==> src/rtl/stopwatch_ctrl.sv <==
// Button/switch conditioning (2-flop sync + debounce + press detect) and the
// run/pause/adjust mode FSM feeding the stopwatch counter. Optional display
// blink for adjust mode is compiled in with `define STOPWATCH_CTRL_BLINK_EN.
module stopwatch_ctrl #(
  parameter int DEBOUNCE_CYCLES = 1000000,
  parameter int DB_W            = 20,
  parameter int BLINK_CYCLES    = 25000000,
  parameter int BL_W            = 25
) (
  input  logic       clk,
  input  logic       reset,
  input  logic       btn_rst,
  input  logic       btn_pause,
  input  logic       sw_adj,
  input  logic       sw_sel,
  output logic       run,
  output logic       clear,
  output logic       adj_mode,
  output logic       adj_sel,
  output logic       adj_blink,
  output logic [1:0] state
);

  typedef enum logic [1:0] {
    IDLE    = 2'd0,
    RUNNING = 2'd1,
    PAUSED  = 2'd2,
    ADJUST  = 2'd3
  } state_t;

  localparam int NIN     = 4;
  localparam int I_RST   = 0;
  localparam int I_PAUSE = 1;
  localparam int I_ADJ   = 2;
  localparam int I_SEL   = 3;
  localparam logic [DB_W-1:0] DB_LAST = DB_W'(DEBOUNCE_CYCLES - 1);

  if (DEBOUNCE_CYCLES < 1 || (64'd1 << DB_W) <= 64'(DEBOUNCE_CYCLES)) begin : g_bad_db
    $error("stopwatch_ctrl: DEBOUNCE_CYCLES must be >= 1 and fit in DB_W bits");
  end
  if (BLINK_CYCLES < 1 || (64'd1 << BL_W) <= 64'(BLINK_CYCLES)) begin : g_bad_bl
    $error("stopwatch_ctrl: BLINK_CYCLES must be >= 1 and fit in BL_W bits");
  end

  logic [NIN-1:0]  raw, sync1, sync2, stable;
  logic [DB_W-1:0] db_cnt [NIN];
  logic [1:0]      stable_d;
  logic            rst_press, pause_press;
  state_t          state_q, state_n;
  logic            clear_n;

  assign raw = {sw_sel, sw_adj, btn_pause, btn_rst};

  always_ff @(posedge clk or posedge reset) begin
    if (reset) begin
      sync1 <= '0;
      sync2 <= '0;
    end else begin
      sync1 <= raw;
      sync2 <= sync1;
    end
  end

  // NOTE: db_cnt is a handful of flops, not a RAM, so it takes the async reset
  // like any other register; a true memory array would be left unreset.
  always_ff @(posedge clk or posedge reset) begin
    if (reset) begin
      stable <= '0;
      for (int i = 0; i < NIN; i++) db_cnt[i] <= '0;
    end else begin
      for (int i = 0; i < NIN; i++) begin
        if (sync2[i] == stable[i]) begin
          db_cnt[i] <= '0;
        end else if (db_cnt[i] == DB_LAST) begin
          stable[i] <= sync2[i];
          db_cnt[i] <= '0;
        end else begin
          db_cnt[i] <= db_cnt[i] + DB_W'(1);
        end
      end
    end
  end

  // Registered rising-edge detect: one event per press, none on release.
  always_ff @(posedge clk or posedge reset) begin
    if (reset) begin
      stable_d    <= '0;
      rst_press   <= 1'b0;
      pause_press <= 1'b0;
    end else begin
      stable_d    <= {stable[I_PAUSE], stable[I_RST]};
      rst_press   <= stable[I_RST] & ~stable_d[0];
      pause_press <= stable[I_PAUSE] & ~stable_d[1];
    end
  end

  // NOTE: every output of this block gets a default first, so no path can
  // leave one unassigned and infer a latch.
  always_comb begin
    state_n = state_q;
    clear_n = 1'b0;
    if (rst_press) begin
      state_n = IDLE;
      clear_n = 1'b1;
    end else begin
      case (state_q)
        IDLE, PAUSED: begin
          if (stable[I_ADJ])    state_n = ADJUST;
          else if (pause_press) state_n = RUNNING;
        end
        RUNNING: if (pause_press)     state_n = PAUSED;
        ADJUST:  if (!stable[I_ADJ])  state_n = PAUSED;
        default: state_n = IDLE;
      endcase
    end
  end

  always_ff @(posedge clk or posedge reset) begin
    if (reset) begin
      state_q  <= IDLE;
      clear    <= 1'b0;
      run      <= 1'b0;
      adj_mode <= 1'b0;
    end else begin
      state_q  <= state_n;
      clear    <= clear_n;
      run      <= (state_n == RUNNING);
      adj_mode <= (state_n == ADJUST);
    end
  end

  assign state   = state_q;
  assign adj_sel = stable[I_SEL] & adj_mode;

`ifdef STOPWATCH_CTRL_BLINK_EN
  localparam logic [BL_W-1:0] BL_LAST = BL_W'(BLINK_CYCLES - 1);
  logic [BL_W-1:0] bl_cnt;
  logic            blink_q;

  // Counts only while staying in ADJUST, so entry starts from 0 and the
  // edge that leaves ADJUST also clears the blink.
  always_ff @(posedge clk or posedge reset) begin
    if (reset) begin
      bl_cnt  <= '0;
      blink_q <= 1'b0;
    end else if (state_q == ADJUST && state_n == ADJUST) begin
      if (bl_cnt == BL_LAST) begin
        bl_cnt  <= '0;
        blink_q <= ~blink_q;
      end else begin
        bl_cnt <= bl_cnt + BL_W'(1);
      end
    end else begin
      bl_cnt  <= '0;
      blink_q <= 1'b0;
    end
  end

  assign adj_blink = blink_q;
`else
  assign adj_blink = 1'b0;
`endif

endmodule

==> config.mk <==
export PLATFORM = sky130hd
export DESIGN_NAME = stopwatch_ctrl
export DESIGN_NICKNAME = d
export VERILOG_FILES = /design/src/rtl/stopwatch_ctrl.sv
export SDC_FILE = /design/constraint.sdc
export NUM_CORES = 1
export LEC_CHECK = 0
export ABC_AREA = 1
export CAP_MARGIN = 30
export CORE_MARGIN = 2
export CORE_UTILIZATION = 43
export DETAILED_ROUTE_END_ITERATION = 12
export HOLD_SLACK_MARGIN = 0.03
export PLACE_DENSITY_LB_ADDON = 0.3
export SYNTH_ARGS = -nofsm -noshare
export SYNTH_HDL_FRONTEND = slang
export SYNTH_SLANG_ARGS = --single-unit
==> constraint.sdc <==
create_clock -name clk -period 3.05 [get_ports clk]
set_input_delay 0.4575 -clock clk [delete_from_list [all_inputs] [get_ports clk]]
set_output_delay 0.4575 -clock clk [all_outputs]
set_load 0.01 [all_outputs]
==> flow_summary.toml, run 1 <==
[final_layout]
synthToLayoutAreaGrowth_pct = 11.1
diodes = 0
layout-drive-gt1-share = 0.143
final_nets = 669
fin_cells = 811
nFillCells = 1147

[clocking]
cts_tree = "done"
cts_buffer_depth = 2
clkSinkCount = 101
path_clk_slew_ps = 70
ctsHoldBuffers = 0
root_buffer = "clkbuf_16"
cts_resized = 0
postCtsSetupBuffers = 0
h-tree-depth = 3
clk_latency_ps = 360
cts_buffers = 9

[logic_synthesis]
netlist.area_leader.share = 0.477
ys_seq_elements = 101
yosysSeqAreaShare = 0.477
synth_area_leaders = "dfrtp_1 48%, nor2_1 10%, nand2_1 7.6%"
synthMuxAreaShare = 0
yosys.area_share.simple = 0.357
synth_top_family_by_area = "simple AND/OR/NAND/NOR gates"
synth_compound_area_frac = 0.0347
synthCells = 637
synth-xor-area-share = 0.0767
yosysWarningCount = 0
synthAdderAreaFrac = 0.00944
avgSynthCellArea_um2 = 8.33
netlist_area_mm2 = 0.00530
synth_cell_types = 31
synth_area_leader_cell = "dfrtp_1"
synth_nets = 647

[worst_setup_path]
crit_arrival_ps = 1400
critPathMaxFanout = 3
r2r-start = "db_cnt[60]"
r2r_cells = 6
path_class = "reg2out"
worst-path-buf-inv = 2
end_kind = "primary output"
required_ps = 2590
start_kind = "flop"
r2r-end = "db_cnt[69]"
rrSetupSlack_ps = 1570
critPathMaxStageDelay_ps = 520
crit_chain = "nand2_1, inv_1, clkdlybuf4s50_1"
crit_start = "stable[3]"
critical-path-top-delay-family = "buffers and inverters"
cp_slowest_cell = "clkdlybuf4s50_1"

[min_path]
holdCritStartpoint = "sync1[0]"
whs_path_depth = 0
holdPathEnd = "sync2[0]"
worstHoldPathType = "reg2reg"

[run]
drv_cap = 0

[routing]
drt_iter0_markers = 232
antenna_left = 0
firstDrtPassIters = 4
via_per_inst = 4.91
wl_um = 9950
wl_per_cell_um = 12.3
drc = 0
vias = 3980

[place]
hpwl_um = 7200
finalWeightedCongestion = 0.914
port-buffer-count = 11
place_inst = 795

[global_routing]
antenna_found_initial = 0
gr-total-overflow = 0
grt_pass1_wl_um = 18100
grt.total_usage = 0.171
grt_max_degree = 102
grt_pass1_vias = 4019

[sta]
finalMaxSlewViolations = 0
max_slew.worst_pin.slew_ps = 572
final.setup.tns_ps = 0
setup_viol = 0
hold_viol = 0
skew_ps = 6.32
max_freq_mhz = 539
fin_crit_sh = 0.609
holdWs_ps = 352
max_slew_margin = 0.617
fin_crit_ps = 1860
rsz0062_at_grt = "no"

[floorplan]
core-area_mm2 = 0.0120
rows = 40
die_w_um = 115
dieArea_mm2 = 0.0132
die-height_um = 115
start_util = 0.442
io_pins = 13

[power]
powerDensity_mw_per_mm2 = 431
leakage_nw = 2.48
p_total_mw = 2.54
ir_worst_vdd_mv = 0.479

[run_status]
outcome = "finished, final reports clean"
==> power by group <==
| group | switching (mW) | internal [mW] | total, mW | leakage, nW |
|---|---|---|---|---|
| logic | 0.0630 | 0.0276 | 0.0906 | 0.962 |
| registers | 0.0134 | 1.36 | 1.37 | 1.38 |
| clock network | 0.524 | 0.556 | 1.08 | 0.132 |
==> cells by family (layout without fill, tap and decap cells) <==
logic type | count (synthesis) | count (layout)
AO/OA/AOI/OAI | 33 | 33
AND/OR/NAND/NOR | 393 | 393
other | 1 | 1
buffers and inverters | 62 | 89
flip-flops | 101 | 101
adder cells (fa/ha/maj) | 4 | 4
XOR/XNOR | 43 | 43
==> placed cells by master, fill, tap and decap left out, types with 8 or more instances in the layout <==
master	count
nand2_1	107
dfrtp_1	101
nor2_1	148
a21oi_1	13
inv_1	56
o21ai_0	8
clkbuf_16	9
xnor2_1	12
xor2_1	27
clkdlybuf4s50_1	11
nor2_4	13
nand3_1	48
nor2_2	22
o21ai_1	8
nand2_2	21
nand3_2	8
nand4_1	10
==> metrics by stage <==
step           cell area, um2   util  worst slack, ps
2_1_floorplan            5310      -             1390
3_3_place_gp             5610  0.467             1570
3_5_place_dp             5610  0.467             1560
4_1_cts                  5890  0.490             1180
5_1_grt                  5890  0.490             1120
6_report                 5890  0.490             1190
==> synth_stat cells, drive strengths merged <==
master    n
nand3b    3
conb      1
clkinv    1
nor3      5
xor2     30
nor3b     5
o21bai    3
a21oi    14
buf       1
nand3    56
o21ai    16
nor2    184
nand2   130
nand4    10
dfrtp   101
inv      60
xnor2    13
ha        4
==> area by class of cell <==
cell class	instances	area [um2]	share of cell area
Multi-Input combinational cell	474	2540	0.431
Sequential cell	101	2530	0.429
Inverter	61	235	0.0399
Clock buffer	9	225	0.0382
Tap cell	147	184	0.0312
Timing Repair Buffer	12	130	0.0221
Clock inverter	7	51.3	0.00871
==> layer usage <==
metal / share of wire / up-vias / routed length, um / track usage
li1: - / 2043 / - / -
met1: 0.48 / 1877 / 4740 / 0.215
met2: 0.48 / 48 / 4750 / 0.283
met3: 0.031 / 12 / 312 / 0.0496
met4: 0.015 / 0 / 146 / 0.0562
met5: 0 / - / 0 / 0
==> registers in the layout, summed over array words and instances, names as in the netlist <==
register / cells
stable_d: 2
run: 1
adj_mode: 1
state: 2
sync2: 4
stable: 4
db_cnt: 80
pause_press: 1
clear: 1
rst_press: 1
sync1: 4
==> worst max path at each step <==
stage | endpoint | depth (start not counted)
detailed placement | adj_sel | 3
floorplan | adj_mode | 1
global route | adj_sel | 3
CTS | adj_sel | 3
global placement | adj_sel | 3
finish | adj_sel | 3
Note: power is estimated with default switching activity, not from simulation.
==> inputs of run 2 (changes only) <==
==> constraint.sdc (replaced) <==
create_clock -name clk -period 1.9 [get_ports clk]
set_input_delay 0.285 -clock clk [delete_from_list [all_inputs] [get_ports clk]]
set_output_delay 0.285 -clock clk [all_outputs]
set_load 0.01 [all_outputs]
==> run 2 against run 1 <==
Global-route usage rose by 0.063 points. Wire length is 1.0% higher. Clock-buffer cell count grew 1. Final cell count increased by 0.25%. Critical path depth stayed put. Setup slack worse by 1000 ps. Combinational power grew 69%. Flip-flop and latch count stayed put. Non-clock buffer count rose by 2. Sequential power rose by 61%. First-iteration DRC count shrank 12%. Sequential share of layout area is 0.42 points lower. Critical endpoint unchanged. Highest routed layer unchanged.
==> flow_summary.toml, run 2 (synthesis gave the netlist of run 1 again) <==
[run_status]
outcome = "finished, final reports clean"

[global_routing]
grt_use_met2 = 0.277
grt_max_degree = 50
grt_pass1_vias = 3982
gr-total-overflow = 0
met3_usage = 0.0432
grt-busiest-layer = "met2"
antenna_found_initial = 0
grt_pass1_wl_um = 18000
grt.total_usage = 0.171
use_met1 = 0.223

[place]
hpwl_um = 7410
postPlaceCellArea_mm2 = 0.00564
finalWeightedCongestion = 0.869
port-buffer-count = 11

[run]
drv_cap = 0

[clocking]
cts_buffers = 9
cts_buffer_depth = 2
cts_resized = 0
clk_latency_ps = 350
ctsHoldBuffers = 0
root_buffer = "clkbuf_16"
postCtsSetupBuffers = 0
cts_tree = "done"
h-tree-depth = 3
clkSinkCount = 101
path_clk_slew_ps = 70

[sta]
final.setup.tns_ps = 0
setup_viol = 0
finalMaxSlewViolations = 0
fin_crit_sh = 0.912
holdWs_ps = 292
hold_viol = 0
rsz0062_at_grt = "no"
max_freq_mhz = 577
fin_crit_ps = 1730
skew_ps = 5.24

[worst_setup_path]
worst-path-buf-inv = 2
crit_arrival_ps = 1450
start_kind = "flop"
critPathMaxFanout = 3
path_class = "reg2out"
rrSetupSlack_ps = 430
crit_chain = "nand2_1, inv_1, clkdlybuf4s50_1"
required_ps = 1620
r2r_cells = 6
r2r-start = "db_cnt[40]"
r2r-end = "db_cnt[58]"
critical-path-top-delay-family = "buffers and inverters"
worst-path-stages = 3
critPathMaxStageDelay_ps = 520
end_kind = "primary output"
cp_slowest_cell = "clkdlybuf4s50_1"

[routing]
firstDrtPassIters = 4
wl_um = 10100
wl_per_cell_um = 12.4
via_per_inst = 4.89
drt_iter0_markers = 204
vias = 3973
drc = 0
antenna_left = 0

[final_layout]
top_register = "db_cnt"
final_common_cell = "nor2_1"
diodes = 0
layout-drive-gt1-share = 0.146
final_cell_area_mm2 = 0.00595
synthToLayoutAreaGrowth_pct = 12.2
final_nets = 671
nFillCells = 1161
final_cell_mix = "148 x nor2_1, 107 x nand2_1, 101 x dfrtp_1"
largest_reg_flops = 80

[floorplan]
die_w_um = 115
io_pins = 13
rows = 40
dieArea_mm2 = 0.0132
start_util = 0.442
core-area_mm2 = 0.0120
die-height_um = 115

[power]
ir_worst_vdd_mv = 0.799
leakage_nw = 2.51
powerDensity_mw_per_mm2 = 715
p_total_mw = 4.26

[min_path]
worstHoldPathType = "in2async"
[run 2: changes by cell type in the layout (fill, tap and decap cells not counted), sizes merged]
cell | before | now
clkinv | 5 | 2
buf | 1 | 3
inv | 60 | 62
bufinv | 0 | 1
clkbuf | 9 | 10
clkinvlp | 3 | 2
[run 2: through the flow]
stage | setup slack [ps] | std cells | utilization
final | 167 | 813 | 0.495
after global placement | 491 | 797 | 0.470
after CTS | 122 | 813 | 0.495
after global routing | 90.9 | 813 | 0.495
after detailed placement | 439 | 797 | 0.470
after floorplan | 411 | 637 | -
[run 2: worst max path at each step]
| stage | slack [ps] | to | from |
|---|---|---|---|
| 2_1_floorplan | 410 | adj_mode | reset |
| 3_3_place_gp | 490 | db_cnt[39] | db_cnt[20] |
| 3_5_place_dp | 440 | db_cnt[58] | db_cnt[40] |
| 4_1_cts | 120 | adj_sel | stable[3] |
| 5_1_grt | 90 | adj_sel | stable[3] |
| 6_report | 170 | adj_sel | stable[3] |
[run 2: cell type report]
cell class / instances / area [um2] / share of cell area
Clock buffer: 10 / 239 / 0.0402
Sequential cell: 101 / 2530 / 0.425
Multi-Input combinational cell: 474 / 2540 / 0.426
Tap cell: 147 / 184 / 0.0309
Timing Repair Buffer: 14 / 158 / 0.0265
Clock inverter: 6 / 68.8 / 0.0116
Inverter: 61 / 235 / 0.0395
[run 2: report_power, final]
group | switching [mW] | internal [mW] | total (mW)
sequential | 0.0206 | 2.18 | 2.20
combinational | 0.104 | 0.0495 | 0.153
clock | 0.836 | 1.07 | 1.91
[run 2: routing by layer]
layer | part of all wire | wire [um]
met5 | 0 | 0
met4 | 0.017 | 172
met3 | 0.031 | 307
met2 | 0.48 | 4830
met1 | 0.47 | 4750
==> inputs of run 3 (changes only) <==
--- a/config.mk
+++ b/config.mk
@@ -6,7 +6,6 @@
 export NUM_CORES = 1
 export LEC_CHECK = 0
 export ABC_AREA = 1
-export CAP_MARGIN = 30
 export CORE_MARGIN = 2
 export CORE_UTILIZATION = 43
 export DETAILED_ROUTE_END_ITERATION = 12
==> constraint.sdc (replaced) <==
create_clock -name clk -period 1.89 [get_ports clk]
set_input_delay 0.2835 -clock clk [delete_from_list [all_inputs] [get_ports clk]]
set_output_delay 0.2835 -clock clk [all_outputs]
set_load 0.01 [all_outputs]
==> run 3 against run 2 <==
Register-to-register slack about the same. Largest cell class unchanged. Highest routed layer unchanged. Hold slack improved by 59 ps. Die area did not move. Critical path type unchanged.
==> flow_summary.toml, run 3 (synthesis gave the netlist of run 1 again) <==
[sta]
skew_ps = 6.83
hold_viol = 0
fin_crit_sh = 0.918
fin_crit_ps = 1730
finalMaxSlewViolations = 0
rsz0062_at_grt = "no"
final.setup.tns_ps = 0
max_freq_mhz = 577
setup_viol = 0
holdWs_ps = 351

[global_routing]
gr-total-overflow = 0
grt_pass1_vias = 3935
antenna_found_initial = 0
grt_max_degree = 66
grt.total_usage = 0.171
grt_pass1_wl_um = 17900

[floorplan]
die_w_um = 115
io_pins = 13
dieArea_mm2 = 0.0132
die-height_um = 115
start_util = 0.442
core-area_mm2 = 0.0120
rows = 40

[place]
finalWeightedCongestion = 0.874
postPlaceCellArea_mm2 = 0.00563
port-buffer-count = 11
hpwl_um = 7320

[clocking]
cts_buffers = 9
cts_resized = 0
cts_tree = "done"
root_buffer = "clkbuf_16"
ctsHoldBuffers = 0
postCtsSetupBuffers = 0
clkSinkCount = 101
cts_buffer_depth = 2
path_clk_slew_ps = 70
clk_latency_ps = 350
h-tree-depth = 3

[routing]
antenna_left = 0
drc = 0
via_per_inst = 4.91
wl_per_cell_um = 12.3
wl_um = 10000
drt_iter0_markers = 212
firstDrtPassIters = 4
vias = 3991

[worst_setup_path]
critPathMaxStageDelay_ps = 520
critical-path-top-delay-family = "buffers and inverters"
crit_arrival_ps = 1450
critPathMaxFanout = 3
start_kind = "flop"
worst-path-buf-inv = 2
cp_slowest_cell = "clkdlybuf4s50_1"
end_kind = "primary output"
required_ps = 1610
crit_chain = "nand2_1, inv_1, clkdlybuf4s50_1"
path_class = "reg2out"
r2r-start = "db_cnt[20]"
crit_start = "stable[3]"

[min_path]
holdCritStartpoint = "sync1[3]"
worstHoldPathType = "reg2reg"

[run_status]
outcome = "finished, final reports clean"

[final_layout]
final_cell_area_mm2 = 0.00592
utilization = 0.493
nFillCells = 1165
synthToLayoutAreaGrowth_pct = 11.6
final_common_cell = "nor2_1"
largest_reg_flops = 80
diodes = 0
layout-drive-gt1-share = 0.146
top_register = "db_cnt"
final_nets = 671
final_cell_mix = "148 x nor2_1, 107 x nand2_1, 101 x dfrtp_1"

[power]
ir_worst_vdd_mv = 0.688
powerDensity_mw_per_mm2 = 701
p_total_mw = 4.15
leakage_nw = 2.50

[run]
drv_cap = 0
[run 3: changes by cell type in the layout (fill, tap and decap cells not counted)]
cell	change
bufinv_16	-1
inv_8	+1
buf_4	+1
buf_12	-1
[run 3: area by class of cell]
cell class	instances	area [um2]	area share
repair buffers	14	145	0.0245
clock buffers	10	239	0.0404
clock inverters	6	50.0	0.00846
flip-flops and latches	101	2530	0.427
multi-input cells	474	2540	0.429
inverters	61	235	0.0397
well taps	147	184	0.0311
[run 3: worst reg2reg max path: stages (launching register included)]
cell and delay [ps]:
dfrtp_1 400, ha_1 220, nand2_1 120, nor2_4 60, nand2_2 90, nor2_4 60, a21oi_4 260, nand2_1 100
nor2_1 90
[run 3: per-stage QoR]
stage	std cells	setup slack, ps
after CTS	813	111
after detailed placement	797	443
after global placement	797	481
final	813	156
after global routing	813	67.6
after floorplan	637	403
[run 3: routing by layer]
layer	wire, um	up-vias	global-route usage
li1	-	2048	-
met1	4690	1883	0.215
met2	4870	49	0.287
met3	330	11	0.0474
met4	106	0	0.0522
met5	0	-	0
[run 3: power breakdown]
| part | leakage (nW) | switching [mW] | internal (mW) | total (mW) |
|---|---|---|---|---|
| sequential | 1.38 | 0.0204 | 2.19 | 2.21 |
| combinational | 0.972 | 0.103 | 0.0470 | 0.150 |
| clock | 0.142 | 0.837 | 0.950 | 1.79 |
| total | 2.50 | 0.960 | 3.19 | 4.15 |
[run 3: path summary, 6_finish.rpt]
path                                    to  slack [ps]  cells after the start
worst max-delay path               adj_sel         160                      3
worst min-delay path              sync2[3]         350                      0
worst max register to register  db_cnt[37]         440                      8
worst min register to register    sync2[3]         350                      0
max in group asynchronous       db_cnt[39]        1110                      3
min in group asynchronous        db_cnt[7]         370                      3
